==> src/rtl/pe_array_ctrl.sv <==
// pe_array_ctrl: sequences one vector operation at a time over pe_array.
// It streams operand reads, holds instr/alg steady, and strobes result
// writes as beats leave the fixed-latency read + PE pipeline.
module pe_array_ctrl #(
    parameter int ADDR_W = 8,
    parameter int LEN_W  = 9,
    parameter int RD_LAT = 1,
    parameter int PE_LAT = 6
) (
    input  logic              clk,
    input  logic              rst,
    input  logic              cmd_valid,
    output logic              cmd_ready,
    input  logic [4:0]        cmd_instr,
    input  logic [4:0]        cmd_alg,
    input  logic [ADDR_W-1:0] cmd_src,
    input  logic [ADDR_W-1:0] cmd_dst,
    input  logic [LEN_W-1:0]  cmd_len,
    output logic [4:0]        pe_instr,
    output logic [4:0]        pe_alg,
    output logic              rd_en,
    output logic [ADDR_W-1:0] rd_addr,
    output logic              wr_en,
    output logic [ADDR_W-1:0] wr_addr,
    output logic              busy,
    output logic              done
);

    localparam int TOT = RD_LAT + PE_LAT;

    typedef enum logic [1:0] {IDLE, ISSUE, DRAIN, DONE} state_t;

    state_t            state_q, state_d;
    logic [LEN_W-1:0]  len_q, iss_cnt_q, wr_cnt_q;
    logic              rd_en_q, done_q;
    logic [ADDR_W-1:0] rd_addr_q, wr_addr_q;
    logic [4:0]        instr_q, alg_q;
    // vld_q[k] is rd_en delayed by k+1 cycles; the top tap is the write strobe
    logic [TOT-1:0]    vld_q;
    logic              last_iss, last_wr;

    // iss_cnt_q indexes the beat currently presented on rd_en/rd_addr
    assign last_iss = (iss_cnt_q == len_q - LEN_W'(1));
    assign last_wr  = vld_q[TOT-1] && (wr_cnt_q == len_q - LEN_W'(1));

    // Next-state decode
    always_comb begin
        state_d = state_q;
        case (state_q)
            IDLE:    if (cmd_valid) state_d = (cmd_len == '0) ? DONE : ISSUE;
            ISSUE:   if (last_iss) state_d = DRAIN;
            DRAIN:   if (last_wr) state_d = DONE;
            DONE:    state_d = IDLE;
            default: state_d = IDLE;
        endcase
    end

    // State register
    always_ff @(posedge clk) begin
        if (rst) state_q <= IDLE;
        else     state_q <= state_d;
    end

    // Datapath: command latch, read issue, valid pipeline, write-back counters
    always_ff @(posedge clk) begin
        if (rst) begin
            len_q     <= '0;
            iss_cnt_q <= '0;
            wr_cnt_q  <= '0;
            rd_en_q   <= 1'b0;
            done_q    <= 1'b0;
            rd_addr_q <= '0;
            wr_addr_q <= '0;
            instr_q   <= 5'd31;
            alg_q     <= 5'd0;
            vld_q     <= '0;
        end else begin
            vld_q[0] <= rd_en_q;
            for (int i = 1; i < TOT; i++) vld_q[i] <= vld_q[i-1];

            done_q <= (state_d == DONE);

            // Post-increment so the address is ready for the next write beat
            if (vld_q[TOT-1]) begin
                wr_cnt_q  <= wr_cnt_q + LEN_W'(1);
                wr_addr_q <= wr_addr_q + ADDR_W'(1);
            end

            case (state_q)
                IDLE: begin
                    if (cmd_valid) begin
                        instr_q   <= cmd_instr;
                        alg_q     <= cmd_alg;
                        len_q     <= cmd_len;
                        iss_cnt_q <= '0;
                        wr_cnt_q  <= '0;
                        rd_addr_q <= cmd_src;
                        wr_addr_q <= cmd_dst;
                        rd_en_q   <= (cmd_len != '0);
                    end
                end
                ISSUE: begin
                    if (last_iss) begin
                        rd_en_q <= 1'b0;
                    end else begin
                        rd_en_q   <= 1'b1;
                        rd_addr_q <= rd_addr_q + ADDR_W'(1);
                        iss_cnt_q <= iss_cnt_q + LEN_W'(1);
                    end
                end
                default: rd_en_q <= 1'b0;
            endcase
        end
    end

    assign cmd_ready = (state_q == IDLE);
    assign busy      = (state_q != IDLE);
    assign pe_instr  = instr_q;
    assign pe_alg    = alg_q;
    assign rd_en     = rd_en_q;
    assign rd_addr   = rd_addr_q;
    assign wr_en     = vld_q[TOT-1];
    assign wr_addr   = wr_addr_q;
    assign done      = done_q;

endmodule

==> config.mk <==
export PLATFORM = sky130hd
export DESIGN_NAME = pe_array_ctrl
export DESIGN_NICKNAME = d
export VERILOG_FILES = /design/src/rtl/pe_array_ctrl.sv
export SDC_FILE = /design/constraint.sdc
export NUM_CORES = 1
export LEC_CHECK = 0
export BUFFER_PORTS_ARGS = -buffer_cell sky130_fd_sc_hd__buf_2
export CORE_AREA = 10 10 89 91
export DETAILED_ROUTE_END_ITERATION = 8
export DIE_AREA = 0 0 99 101
export GPL_ROUTABILITY_DRIVEN = 0
export PLACE_DENSITY = 0.75
export SYNTH_ARGS = -nofsm -noshare
export SYNTH_HDL_FRONTEND = slang
export SYNTH_SLANG_ARGS = --single-unit
==> constraint.sdc <==
create_clock -name clk -period 3.4 [get_ports clk]
set_clock_uncertainty 0.2 [all_clocks]
set_input_delay 0.34 -clock clk [delete_from_list [all_inputs] [get_ports clk]]
set_output_delay 0.34 -clock clk [all_outputs]
set_load 0.1 [all_outputs]
# Word-level counts from Yosys, hierarchy flattened
# Cells that the tools add are included.
# totals
inputBits,38
out_inout_bits,31
elab_cells,52
regBits,64
# classes
eq_ne,8
n_mux,20
n_reduce_logical,8
add_sub_neg,5
# op_table
cell,n
9-bit 2-to-1 mux,5
8-bit 2-to-1 mux,5
"9-bit by 1-bit adder with 9-bit output, second input constant",2
9-bit equality test,2
9-bit one-hot mux with 2 select lines,1
"8-bit by 1-bit adder with 8-bit output, second input constant",2
8-bit one-hot mux with 2 select lines,1
9-bit logical NOT,1
9-bit nonzero test,1
"9-bit by 1-bit subtractor with 9-bit output, second input constant",1
2-bit 2-to-1 mux,4
2-bit one-hot mux with 4 select lines,1
"2-bit equality test, second input constant",3
"2-bit inequality test, second input constant",2
2-bit nonzero test,2
3-bit AND reduction,1
"2-bit by 1-bit equality test with 1-bit output, second input constant",1
2-bit logical NOT,1
1-bit 2-to-1 mux,2
1-bit one-hot mux with 2 select lines,1
2-bit AND reduction,1
1-bit logical AND,1

# Depth between registers and ports, before layout
# Gate-level depths: netlist (run 1).
# logic_depth
word_depth,6
depth_mapped,11
ltp_nobuf,9

# Worst setup path after synthesis (run 1)
# No wires, ideal clock.
# synth_timing
path_type,reg-to-reg
startpoint,reg state_q[0]
endpoint,reg iss_cnt_q[6]
arrival_ns,3.854
synth_period_minus_slack_ns,4.174
setup_time_ns,0.121
stages_incl_launch_ff,8
path_buffers,1
t_required_ns,3.079
slack_ns,-0.774
cell_sequence,dfxtp_1 -> nor2_1 -> inv_1 -> nor2_1 -> clkbuf_1 -> nor2_1 -> and2_1 -> mux2_2
# synth_via
elab_chain_len,3
elab_cells_between_ends,7
classes_between,3 x eq/ne; 1 x mux; 3 x reduce/logical
# synth_lines
element,line_no,rtl
start: declaration,33,"state_t state_q, state_d;"
start signal: assignment,61,else state_q <= state_d;
2-bit logical NOT *,--,
named net cmd_ready,13,"output logic cmd_ready,"
2-bit inequality test (no line) / 2-bit nonzero test (equally long branches),--,
3-bit AND reduction (no line),--,
end signal: assignment,108,iss_cnt_q <= iss_cnt_q + LEN_W'(1);
end: declaration,34,"logic [LEN_W-1:0] len_q, iss_cnt_q, wr_cnt_q;"
# Mark *: on every way through the listed nets, which the timed path passes. The rest lies on a longest branch.
# A chain may end at the register's enable or synchronous reset.

# Final worst setup path (run 1)
# layout_timing
startpoint,reg len_q[0]
endpoint,reg iss_cnt_q[6]
# layout_via
elab_chain_len,4
# layout_lines
element,line_no,rtl
start: declaration,34,
start signal: assignment,94,len_q <= cmd_len;
9-bit by 1-bit subtractor with 9-bit output,43,assign last_iss = (iss_cnt_q == len_q - LEN_W'(1));
9-bit equality test,43,
2-bit inequality test (no line),--,
3-bit AND reduction (no line),--,
# Every way passes these cells.

==> qor.csv, run 1 <==
stage,metric,value,unit
timing,Worst Max-Slew Pin Slew,685,ps
logic_synthesis,Syn Area/Cell,8.21,µm²
global_routing,Most Crowded Layer GR,met2,
logic_synthesis,Synth async-reset ratio,0,
routing,DRC Markers,0,
routing,TritonRoute pass-1 iters,4,
timing,"Hold Violations, Final",0,
routing,ANT nets after route,0,
power,Leak,1.65,nW
finish,Area Overhead vs Synth,18.1,%
clock_network,CTS sink count,64,
floorplan,Row Count,29,
global_routing,maximum number of pins on one net before global-route repair,43,
timing,fin. max-slew vios,0,
floorplan,Die X,99,µm
timing,Worst slew margin,0.544,
global_routing,first-pass GRT wire length,13.4,mm
timing,Setup TNS,0,ps
finish,Ant. Diodes,0,
timing,maximum clock frequency,0.320,GHz
timing,period utilization,0.920,
global_routing,gr usage total,0.160,
logic_synthesis,Yosys warnings,0,
setup_path,Worst EP required,3430,ps
routing,Routed Wire Length,7.90,mm
logic_synthesis,ys flop type,dfxtp_1,
clock_network,clock root cell,clkbuf_8,
logic_synthesis,sequential fraction of the synthesis area,0.389,
setup_path,Critical Path End Type,flop,
logic_synthesis,Synth Register Bits,64,
global_routing,GR Util met1,0.179,
floorplan,die area,10000,µm²
logic_synthesis,Mapped Nets,444,
clock_network,clk buf depth,2,
floorplan,Starting Density,0.531,
run,max-cap violation count,0,
routing,DR vias/cell,5.44,
timing,RSZ-0062 raised after global routing,no,
power,Peak supply drop,0.000306,V
finish,layout cells sized above 1,0.225,
finish,final core occ,0.627,
setup_path,CP Class,flop to flop,
logic_synthesis,Netlist cell types,56,
status,status,completed,
global_routing,GRT Residual Overflow,0,
logic_synthesis,Post-Syn Instances,401,
global_routing,M3 GR Usage,0.0617,
logic_synthesis,number of flops mapped to enable cells by yosys,0,
routing,Iteration-0 DRC Markers,129,
routing,total number of vias,2954,
finish,final-stage net count,505,
floorplan,area of the core,6200,µm²
floorplan,Die Ht,101,µm
clock_network,Post-CTS Setup Bufs,0,
clock_network,cts bufs inserted,9,
setup_path,critical path peak fanout,15,
clock_network,CTS tree,yes,
finish,FILL cells,538,
placed_design,Buffers on Ports,68,
power,PD cells,512,nW/µm²
clock_network,# resized after CTS,0,
clock_network,depth of the CTS H-tree,3,
global_routing,met2 usage,0.271,
hold_path,Hold/Removal Path Class,input port to flop,
clock_network,clk slew on worst S/H paths,70,ps
timing,Final Critical Period,3130,ps
clock_network,Skew-Pair Late Insertion Delay,340,ps
global_routing,initial antenna violation count,0,
setup_path,crit path DAT,3160,ps
routing,drt wl/cell,14.5,µm
global_routing,vias in the first global route,2934,
placed_design,Final HPWL DP,5.68,mm
timing,setup violators final,0,
logic_synthesis,mapped cell area,3290,µm²
floorplan,Ports,69,
setup_path,CP startpoint kind,flop,
[path summary, 6_finish.rpt]
check / cells past startpoint / end / start / slack [ps]
worst max-delay path: 7 / iss_cnt_q[6] / len_q[0] / 270
worst min-delay path: 3 / pe_instr[4] / cmd_instr[4] / 20
worst max register to register: 7 / iss_cnt_q[6] / len_q[0] / 270
worst min register to register: 1 / vld_q[6] / vld_q[5] / 240
[report_power, final]
part	total (mW)	internal, mW	switching [mW]	leakage (nW)
Sequential	0.825	0.787	0.0381	0.524
Clock	0.685	0.407	0.278	0.103
Combinational	0.481	0.130	0.351	1.02
Total	1.99	1.32	0.667	1.65
[kinds of logic after synthesis]
kind of cell	Yosys count	synth area share
mux	11	0.0346
simple gates	191	0.282
fa+ha+maj	5	0.0190
flops	64	0.389
compound gates	61	0.135
xor+xnor	37	0.0984
buf+inv	32	0.0418
[cells in the mapped netlist, types with 2 or more instances]
cell type | count | area, µm²
nand3b_1 | 5 | 37.5
mux2_2 | 3 | 33.8
nand2b_1 | 5 | 31.3
inv_1 | 7 | 26.3
a21oi_1 | 19 | 95.1
nor4_1 | 3 | 18.8
nor3_1 | 7 | 35.0
dfxtp_1 | 64 | 1280
o21ai_0 | 3 | 15.0
a311oi_1 | 2 | 17.5
nor2_1 | 46 | 173
a22oi_1 | 2 | 15.0
a31oi_1 | 2 | 12.5
or2_2 | 3 | 18.8
clkbuf_1 | 20 | 75.1
nand3_1 | 10 | 50.1
a211oi_1 | 13 | 97.6
buf_6 | 2 | 22.5
nor3b_1 | 2 | 15.0
xor2_1 | 16 | 140
nand4_1 | 10 | 62.6
o211ai_1 | 2 | 15.0
nand2_1 | 67 | 251
and3_1 | 7 | 43.8
nor2b_1 | 10 | 62.6
and4_1 | 2 | 17.5
mux2i_1 | 8 | 80.1
ha_1 | 5 | 62.6
xnor2_1 | 21 | 184
and2_1 | 7 | 43.8
a31o_2 | 3 | 26.3
[metal layers]
metal,up-vias,part of all wire
li1,1505,-
met1,1371,0.43
met2,64,0.48
met3,14,0.075
met4,0,0.013
met5,-,0
[flip-flops by register name (all words and copies together), names as in the netlist]
signal	flops
state_q	2
pe_alg	5
len_q	9
rd_addr	8
wr_addr	8
wr_cnt_q	9
iss_cnt_q	9
rd_en	1
pe_instr	5
done	1
vld_q	7
[cell type report]
type	instances	area (µm²)	area share
repair buffers	75	400	0.103
multi-input cells	305	1880	0.484
well taps	77	96.3	0.0248
inverters	7	26.3	0.00676
clock inverters	4	70.1	0.0180
clock buffers	11	131	0.0338
flip-flops and latches	64	1280	0.329
[cells in the final DEF, fill, tap and decap left out, types with 4 or more instances in the layout]
master,synthesis,final
xor2_1,16,16
buf_4,0,4
buf_2,1,68
a211oi_1,13,13
nor2_1,46,44
and2_1,7,7
and3_1,7,7
nand2b_1,5,5
nor2b_1,10,10
clkbuf_8,0,9
a21oi_1,19,19
nor3_1,7,7
xnor2_1,21,21
nand2_1,67,67
nand4_1,10,10
nand3b_1,5,5
ha_1,5,5
nand3_1,10,10
mux2i_1,8,8
inv_1,7,7
dfxtp_1,64,64
[stage by stage]
step                      setup slack [ps]  cells  total power [mW]  hold WS [ps]  cell area (µm²)
after floorplan                        463    401              1.23           214             3300
after CTS                              270    543              2.01          2.79             3890
final                                  270    543              1.99          19.0             3890
after global placement                 328    525              1.31           228             3660
after global routing                   117    543              2.08          10.8             3890
after detailed placement               291    525              1.32           227             3660
[critical path: stages (launching register included)]
cell	delay, ps
dfxtp_1	360
or4_1	660
or4_4	460
o211ai_1	190
and4_1	390
a21oi_2	250
nand3_1	160
mux2_2	330
[repair_timing]
item | in CTS | in global routing
endpoints found under the setup margin | 0 | 0
hold buffers | 3 | 0
endpoints found under the hold margin | 3 | 0
Note: power is estimated with default switching activity, not from simulation.
==> run 2: changes to the inputs <==
--- a/config.mk
+++ b/config.mk
@@ -7,10 +7,12 @@
 export LEC_CHECK = 0
 export BUFFER_PORTS_ARGS = -buffer_cell sky130_fd_sc_hd__buf_2
 export CORE_AREA = 10 10 89 91
+export CTS_CLUSTER_DIAMETER = 50
 export DETAILED_ROUTE_END_ITERATION = 8
 export DIE_AREA = 0 0 99 101
 export GPL_ROUTABILITY_DRIVEN = 0
-export PLACE_DENSITY = 0.75
+export PLACE_DENSITY = 0.83
+export SETUP_SLACK_MARGIN = 0.15
 export SYNTH_ARGS = -nofsm -noshare
 export SYNTH_HDL_FRONTEND = slang
 export SYNTH_SLANG_ARGS = --single-unit
==> run 2 against run 1 <==
Clock power fell by 5.4%. Maximum frequency rose by 1.6%. Die area did not move. Power fell by 1.9%. Sequential power barely moved. Sequential share of layout area rose by 0.30 points. Via count rose by 0.81%. Critical path depth did not move. Flip-flop and latch count did not move. First-iteration DRC count fell by 9.3%. Non-clock buffer count fell by 4. Critical path type unchanged. Largest power group unchanged. Critical endpoint unchanged. Hold slack got worse by 7.6 ps.
==> qor.csv, run 2 (synthesis gave the netlist of run 1 again) <==
stage,metric,value,unit
status,status,completed,
finish,Area Overhead vs Synth,17.1,%
floorplan,Row Count,29,
routing,TritonRoute pass-1 iters,7,
setup_path,Worst path depth,7,
clock_network,CTS sink count,64,
timing,Final Critical Period,3080,ps
setup_path,CP startpoint kind,flop,
global_routing,vias in the first global route,2879,
setup_path,RR Endpoint,iss_cnt_q[6],
routing,Routed Wire Length,8.06,mm
power,Peak supply drop,0.000334,V
timing,Worst Max-Slew Pin Slew,679,ps
routing,drt wl/cell,14.9,µm
floorplan,Ports,69,
global_routing,first-pass GRT wire length,13.2,mm
placed_design,Buffers on Ports,68,
finish,most frequent cells in the layout,"buf_2 (68), nand2_1 (67), dfxtp_1 (64)",
floorplan,Starting Density,0.531,
timing,maximum clock frequency,0.325,GHz
clock_network,clock root cell,clkbuf_8,
global_routing,maximum number of pins on one net before global-route repair,51,
setup_path,crit-path max cell delay,670,ps
setup_path,"Cell Chain, Critical Path",or4_1 -> or4_4 -> o211ai_1 -> and4_1 -> a21oi_4 -> nand3_1 -> mux2_2,
finish,"commonest non-fill, non-tap cell in the layout",buf_2,
setup_path,reg2reg path depth,7,
clock_network,# resized after CTS,0,
finish,Ant. Diodes,0,
global_routing,initial antenna violation count,0,
run,max-cap violation count,0,
clock_network,clk slew on worst S/H paths,70,ps
setup_path,reg2reg start,len_q[0],
clock_network,hold_buf cts,0,
timing,"Hold Violations, Final",0,
floorplan,die area,10000,µm²
clock_network,Post-CTS Setup Bufs,0,
setup_path,Top delay family on crit path,simple AND/OR/NAND/NOR gates,
setup_path,R2R Setup Slk,320,ps
timing,RSZ-0062 raised after global routing,no,
clock_network,depth of the CTS H-tree,3,
clock_network,clk buf depth,2,
finish,final core occ,0.621,
timing,fin. max-slew vios,0,
timing,period utilization,0.906,
setup_path,origin of the worst setup path,len_q[0],
setup_path,crit path DAT,3120,ps
setup_path,CP Class,flop to flop,
finish,top flop regs,"iss_cnt_q (9), len_q (9), wr_cnt_q (9)",
routing,Iteration-0 DRC Markers,117,
finish,final-stage net count,501,
timing,Setup TNS,0,ps
finish,layout cells sized above 1,0.231,
finish,Final Non-Filler Cells,540,
floorplan,Die Ht,101,µm
floorplan,area of the core,6200,µm²
routing,total number of vias,2978,
setup_path,Worst EP required,3440,ps
setup_path,CP endpoint,iss_cnt_q[6],
finish,FILL cells,520,
placed_design,dpl cells,524,
floorplan,Die X,99,µm
timing,Worst slew margin,0.543,
clock_network,Skew-Pair Late Insertion Delay,340,ps
routing,DRC Markers,0,
setup_path,Critical Path End Type,flop,
hold_path,Hold/Removal Path Class,input port to flop,
power,Leak,1.64,nW
timing,setup violators final,0,
clock_network,CTS tree,yes,
setup_path,worst path buffer plus inverter count,0,
setup_path,critical path's slowest cell,or4_1,
clock_network,cts bufs inserted,9,
routing,DR vias/cell,5.51,
placed_design,Final HPWL DP,5.87,mm
global_routing,gr usage total,0.159,
global_routing,GRT Residual Overflow,0,
routing,ANT nets after route,0,
power,PD cells,507,nW/µm²
setup_path,critical path peak fanout,15,
## run 2: worst min path at each step
| stage | cells after the start | end | start | slack, ps |
|---|---|---|---|---|
| final | 3 | pe_instr[2] | cmd_instr[2] | 10 |
| after global routing | 3 | pe_instr[3] | cmd_instr[3] | 20 |
| after CTS | 3 | pe_instr[2] | cmd_instr[2] | 4 |
| after detailed placement | 1 | vld_q[1] | vld_q[0] | 230 |
| after global placement | 1 | vld_q[6] | vld_q[5] | 220 |
| after floorplan | 1 | vld_q[1] | vld_q[0] | 210 |
## run 2: cell type report
class,instances,area [µm²],share of cell area
Clock buffer,10,138,0.0357
Multi-Input combinational cell,305,1890,0.491
Sequential cell,64,1280,0.332
Timing Repair Buffer,71,363,0.0942
Tap cell,77,96.3,0.0250
Clock inverter,6,58.8,0.0153
Inverter,7,26.3,0.00682
## run 2: metal layers
layer  up-vias  wire length [µm]  global-route usage
met5         -                 0                   0
met4         0               119              0.0673
met3        13               673              0.0624
met2        82              3910               0.265
met1      1391              3360               0.176
li1       1492                 -                   -
## run 2: per-stage QoR
step	worst slack (ps)	area, µm²	power, mW	hold WS, ps
floorplan	463	3300	1.23	214
global placement	355	3650	1.31	220
detailed placement	249	3650	1.32	226
CTS	220	3850	1.96	3.56
global route	173	3850	2.03	18.7
finish	320	3850	1.95	11.5
## run 2: report_power, final
| part | switching [mW] | internal (mW) | total, mW |
|---|---|---|---|
| Clock | 0.294 | 0.354 | 0.648 |
| Combinational | 0.354 | 0.126 | 0.480 |
| Sequential | 0.0390 | 0.786 | 0.825 |
| Total | 0.687 | 1.27 | 1.95 |
## run 2: worst reg2reg max path: stages (launching register included)
cell and delay, ps:
dfxtp_1 370, or4_1 670, or4_4 470, o211ai_1 180
and4_1 430, a21oi_4 200, nand3_1 140, mux2_2 330
==> run 3: changes to the inputs <==
--- a/config.mk
+++ b/config.mk
@@ -5,6 +5,7 @@
 export SDC_FILE = /design/constraint.sdc
 export NUM_CORES = 1
 export LEC_CHECK = 0
+export ABC_AREA = 1
 export BUFFER_PORTS_ARGS = -buffer_cell sky130_fd_sc_hd__buf_2
 export CORE_AREA = 10 10 89 91
 export CTS_CLUSTER_DIAMETER = 50
==> run 3 against run 2 <==
Clock power is 3.2% higher. Final area is 0.29% lower. Die area stayed put. Setup slack better by 480 ps. Largest cell class unchanged. Cell count is 14% higher. Register-to-register slack better by 480 ps. Non-clock buffer count is 1 lower. Global-route usage is 0.25 points higher. Critical endpoint is now rd_addr[1]. Critical path depth is 8 higher. Via count is 7.9% higher. Wire length is 4.1% higher. Hold slack worse by 3.9 ps.
==> qor.csv, run 3 <==
stage,metric,value,unit
status,status,completed,
floorplan,Ports,69,
power,PD cells,540,nW/µm²
finish,top flop regs,"iss_cnt_q (9), len_q (9), wr_cnt_q (9)",
finish,Reg area,1280,µm²
floorplan,die area,10000,µm²
power,Peak supply drop,0.000400,V
timing,period utilization,0.765,
setup_path,CP Class,flop to flop,
logic_synthesis,sequential fraction of the synthesis area,0.392,
timing,Worst slew margin,0.425,
timing,setup violators final,0,
global_routing,GR Util met1,0.175,
logic_synthesis,synth top area cells,"dfxtp_1 (39%), nand2_1 (11%), nor2_1 (8.5%), nand3_1 (6.6%), o21ai_0 (4.9%)",
setup_path,CP endpoint,rd_addr[1],
logic_synthesis,Yosys warnings,0,
logic_synthesis,Synth Area in Adders,0.0191,
routing,ANT nets after route,0,
placed_design,Buffers on Ports,68,
clock_network,CTS tree,yes,
clock_network,# resized after CTS,0,
global_routing,Most Crowded Layer GR,met2,
global_routing,maximum number of pins on one net before global-route repair,35,
placed_design,pre-CTS worst setup slack,845,ps
finish,final-stage net count,577,
global_routing,first-pass GRT wire length,13.5,mm
routing,drt wl/cell,13.6,µm
setup_path,CP startpoint kind,flop,
setup_path,Critical Path End Type,flop,
timing,"Hold Violations, Final",0,
logic_synthesis,most common cell in the synthesized netlist,nand2_1,
setup_path,Top delay family on crit path,simple AND/OR/NAND/NOR gates,
clock_network,clk slew on worst S/H paths,70,ps
finish,"commonest non-fill, non-tap cell in the layout",nand2_1,
global_routing,GRT Residual Overflow,0,
routing,DRC Markers,0,
timing,fin worst setup slack,798,ps
timing,Setup TNS,0,ps
global_routing,M3 GR Usage,0.0501,
setup_path,reg2reg start,len_q[0],
clock_network,hold_buf cts,0,
logic_synthesis,Synth Area in Compound Gates,0.122,
logic_synthesis,Synth async-reset ratio,0,
logic_synthesis,commonest cells in the netlist,"nand2_1 (98), nor2_1 (74), dfxtp_1 (64)",
floorplan,Die Ht,101,µm
setup_path,Worst path depth,15,
logic_synthesis,largest family of logic cells by synthesized area,simple AND/OR/NAND/NOR gates,
setup_path,crit-path max cell delay,430,ps
clock_network,Post-CTS Setup Bufs,0,
clock_network,CTS sink count,64,
timing,maximum clock frequency,0.384,GHz
logic_synthesis,Synth top area share,0.392,
logic_synthesis,mapped cell area,3270,µm²
setup_path,critical path's slowest cell,dfxtp_1,
floorplan,Starting Density,0.527,
floorplan,Die X,99,µm
run,max-cap violation count,0,
logic_synthesis,Mapped Nets,512,
setup_path,crit path DAT,2680,ps
logic_synthesis,Netlist cell types,38,
routing,total number of vias,3212,
finish,Multi-input gate area,1740,µm²
setup_path,reg2reg path depth,15,
logic_synthesis,number of flops mapped to enable cells by yosys,0,
hold_path,hold_sp,cmd_instr[0],
power,Leak,1.73,nW
hold_path,Hold/Removal Path Class,input port to flop,
logic_synthesis,top cell type by total area after synthesis,dfxtp_1,
global_routing,initial antenna violation count,0,
logic_synthesis,Post-Syn Instances,469,
finish,most frequent cells in the layout,"nand2_1 (98), nor2_1 (73), buf_2 (68)",
clock_network,clk buf depth,2,
clock_network,clock root cell,clkbuf_8,
finish,Ant. Diodes,0,
setup_path,"Cell Chain, Critical Path",inv_2 -> ha_1 -> nand2_1 -> nand2_1 -> nand2_1 -> nand2_1 -> nor2_1 -> nand3_1 -> nor2_1 -> nand3_2 -> nand2_4 -> nand2_2 -> nand2_1 -> nand2_1 -> nor2_1,
floorplan,area of the core,6200,µm²
routing,DR vias/cell,5.21,
finish,FILL cells,543,
clock_network,Skew-Pair Late Insertion Delay,340,ps
logic_synthesis,Synth Register Bits,64,
logic_synthesis,ys flop type,dfxtp_1,
logic_synthesis,simple logic cell fraction of the synthesized area,0.318,
logic_synthesis,Syn Area/Cell,6.97,µm²
floorplan,Row Count,29,
routing,Routed Wire Length,8.39,mm
placed_design,Final HPWL DP,6.25,mm
timing,fin. max-slew vios,0,
finish,Area Overhead vs Synth,17.5,%
logic_synthesis,multiplexer area fraction after synthesis,0.00918,
setup_path,worst path buffer plus inverter count,1,
timing,Worst Max-Slew Pin Slew,861,ps
setup_path,origin of the worst setup path,len_q[0],
routing,TritonRoute pass-1 iters,5,
logic_synthesis,area share of xor/xnor cells in the synthesized design,0.0643,
setup_path,RR Endpoint,rd_addr[1],
global_routing,vias in the first global route,3074,
clock_network,cts bufs inserted,9,
setup_path,critical path peak fanout,20,
finish,layout cells sized above 1,0.186,
setup_path,most frequent cell on the critical path,nand2_1,
setup_path,Worst EP required,3470,ps
clock_network,depth of the CTS H-tree,3,
timing,Final Critical Period,2600,ps
timing,RSZ-0062 raised after global routing,no,
global_routing,met2 usage,0.280,
setup_path,R2R Setup Slk,800,ps
routing,Iteration-0 DRC Markers,347,
global_routing,gr usage total,0.161,
## run 3: changes by cell type after synthesis, sizes merged, moves of 11 or more
cell and delta:
inv +36, nand2 +36, nand3 +34, nor2 +33, o21ai +31, xnor2 -15
a211oi -13, clkbuf -11
## run 3: worst min-delay path by stage
stage / end / slack (ps) / cells past startpoint
final: pe_instr[0] / 8 / 3
after global placement: vld_q[2] / 190 / 2
after global routing: pe_instr[0] / 9 / 3
after floorplan: vld_q[1] / 190 / 2
after CTS: pe_instr[0] / 4 / 3
after detailed placement: vld_q[3] / 200 / 2
## run 3: per-stage QoR
stage	total power, mW	cells	area (µm²)	hold slack (ps)	utilization
after global placement	1.41	600	3640	194	0.587
after global routing	2.16	616	3840	9.09	0.619
after floorplan	1.31	469	3270	188	-
final	2.07	616	3840	7.53	0.619
after detailed placement	1.42	600	3640	196	0.587
after CTS	2.07	616	3840	4.06	0.619
## run 3: final cells by class
cell class | count | area share
Multi-Input combinational cell | 345 | 0.454
Sequential cell | 64 | 0.333
Timing Repair Buffer | 70 | 0.0925
Inverter | 44 | 0.0430
Clock buffer | 14 | 0.0423
Tap cell | 77 | 0.0251
Clock inverter | 2 | 0.00977
## run 3: cell families (layout without fill, tap and decap cells)
kind of cell	after synthesis	after routing
buffers and inverters	60	130
xor gates and xnor gates	24	24
muxes	3	3
adders and majority gates	5	5
DFF	64	64
AOI/OAI and AO/OA	72	72
and+or+nand+nor	241	241
## run 3: power breakdown
part           leakage (nW)  internal, mW  switching, mW
sequential            0.525         0.795         0.0458
clock                0.0969         0.380          0.289
combinational          1.11         0.130          0.434
## run 3: worst register-to-register path: stages (launching register included)
cell	delay (ps)
dfxtp_1	430
inv_2	100
ha_1	280
nand2_1	110
nand2_1	90
nand2_1	70
nand2_1	40
nor2_1	100
nand3_1	80
nor2_1	120
nand3_2	140
nand2_4	190
nand2_2	260
nand2_1	140
nand2_1	60
nor2_1	120
## run 3: routing by layer
| metal | up-vias | part of all wire |
|---|---|---|
| met4 | 0 | 0.014 |
| met2 | 75 | 0.51 |
| li1 | 1642 | - |
| met5 | - | 0 |
| met1 | 1480 | 0.41 |
| met3 | 15 | 0.063 |
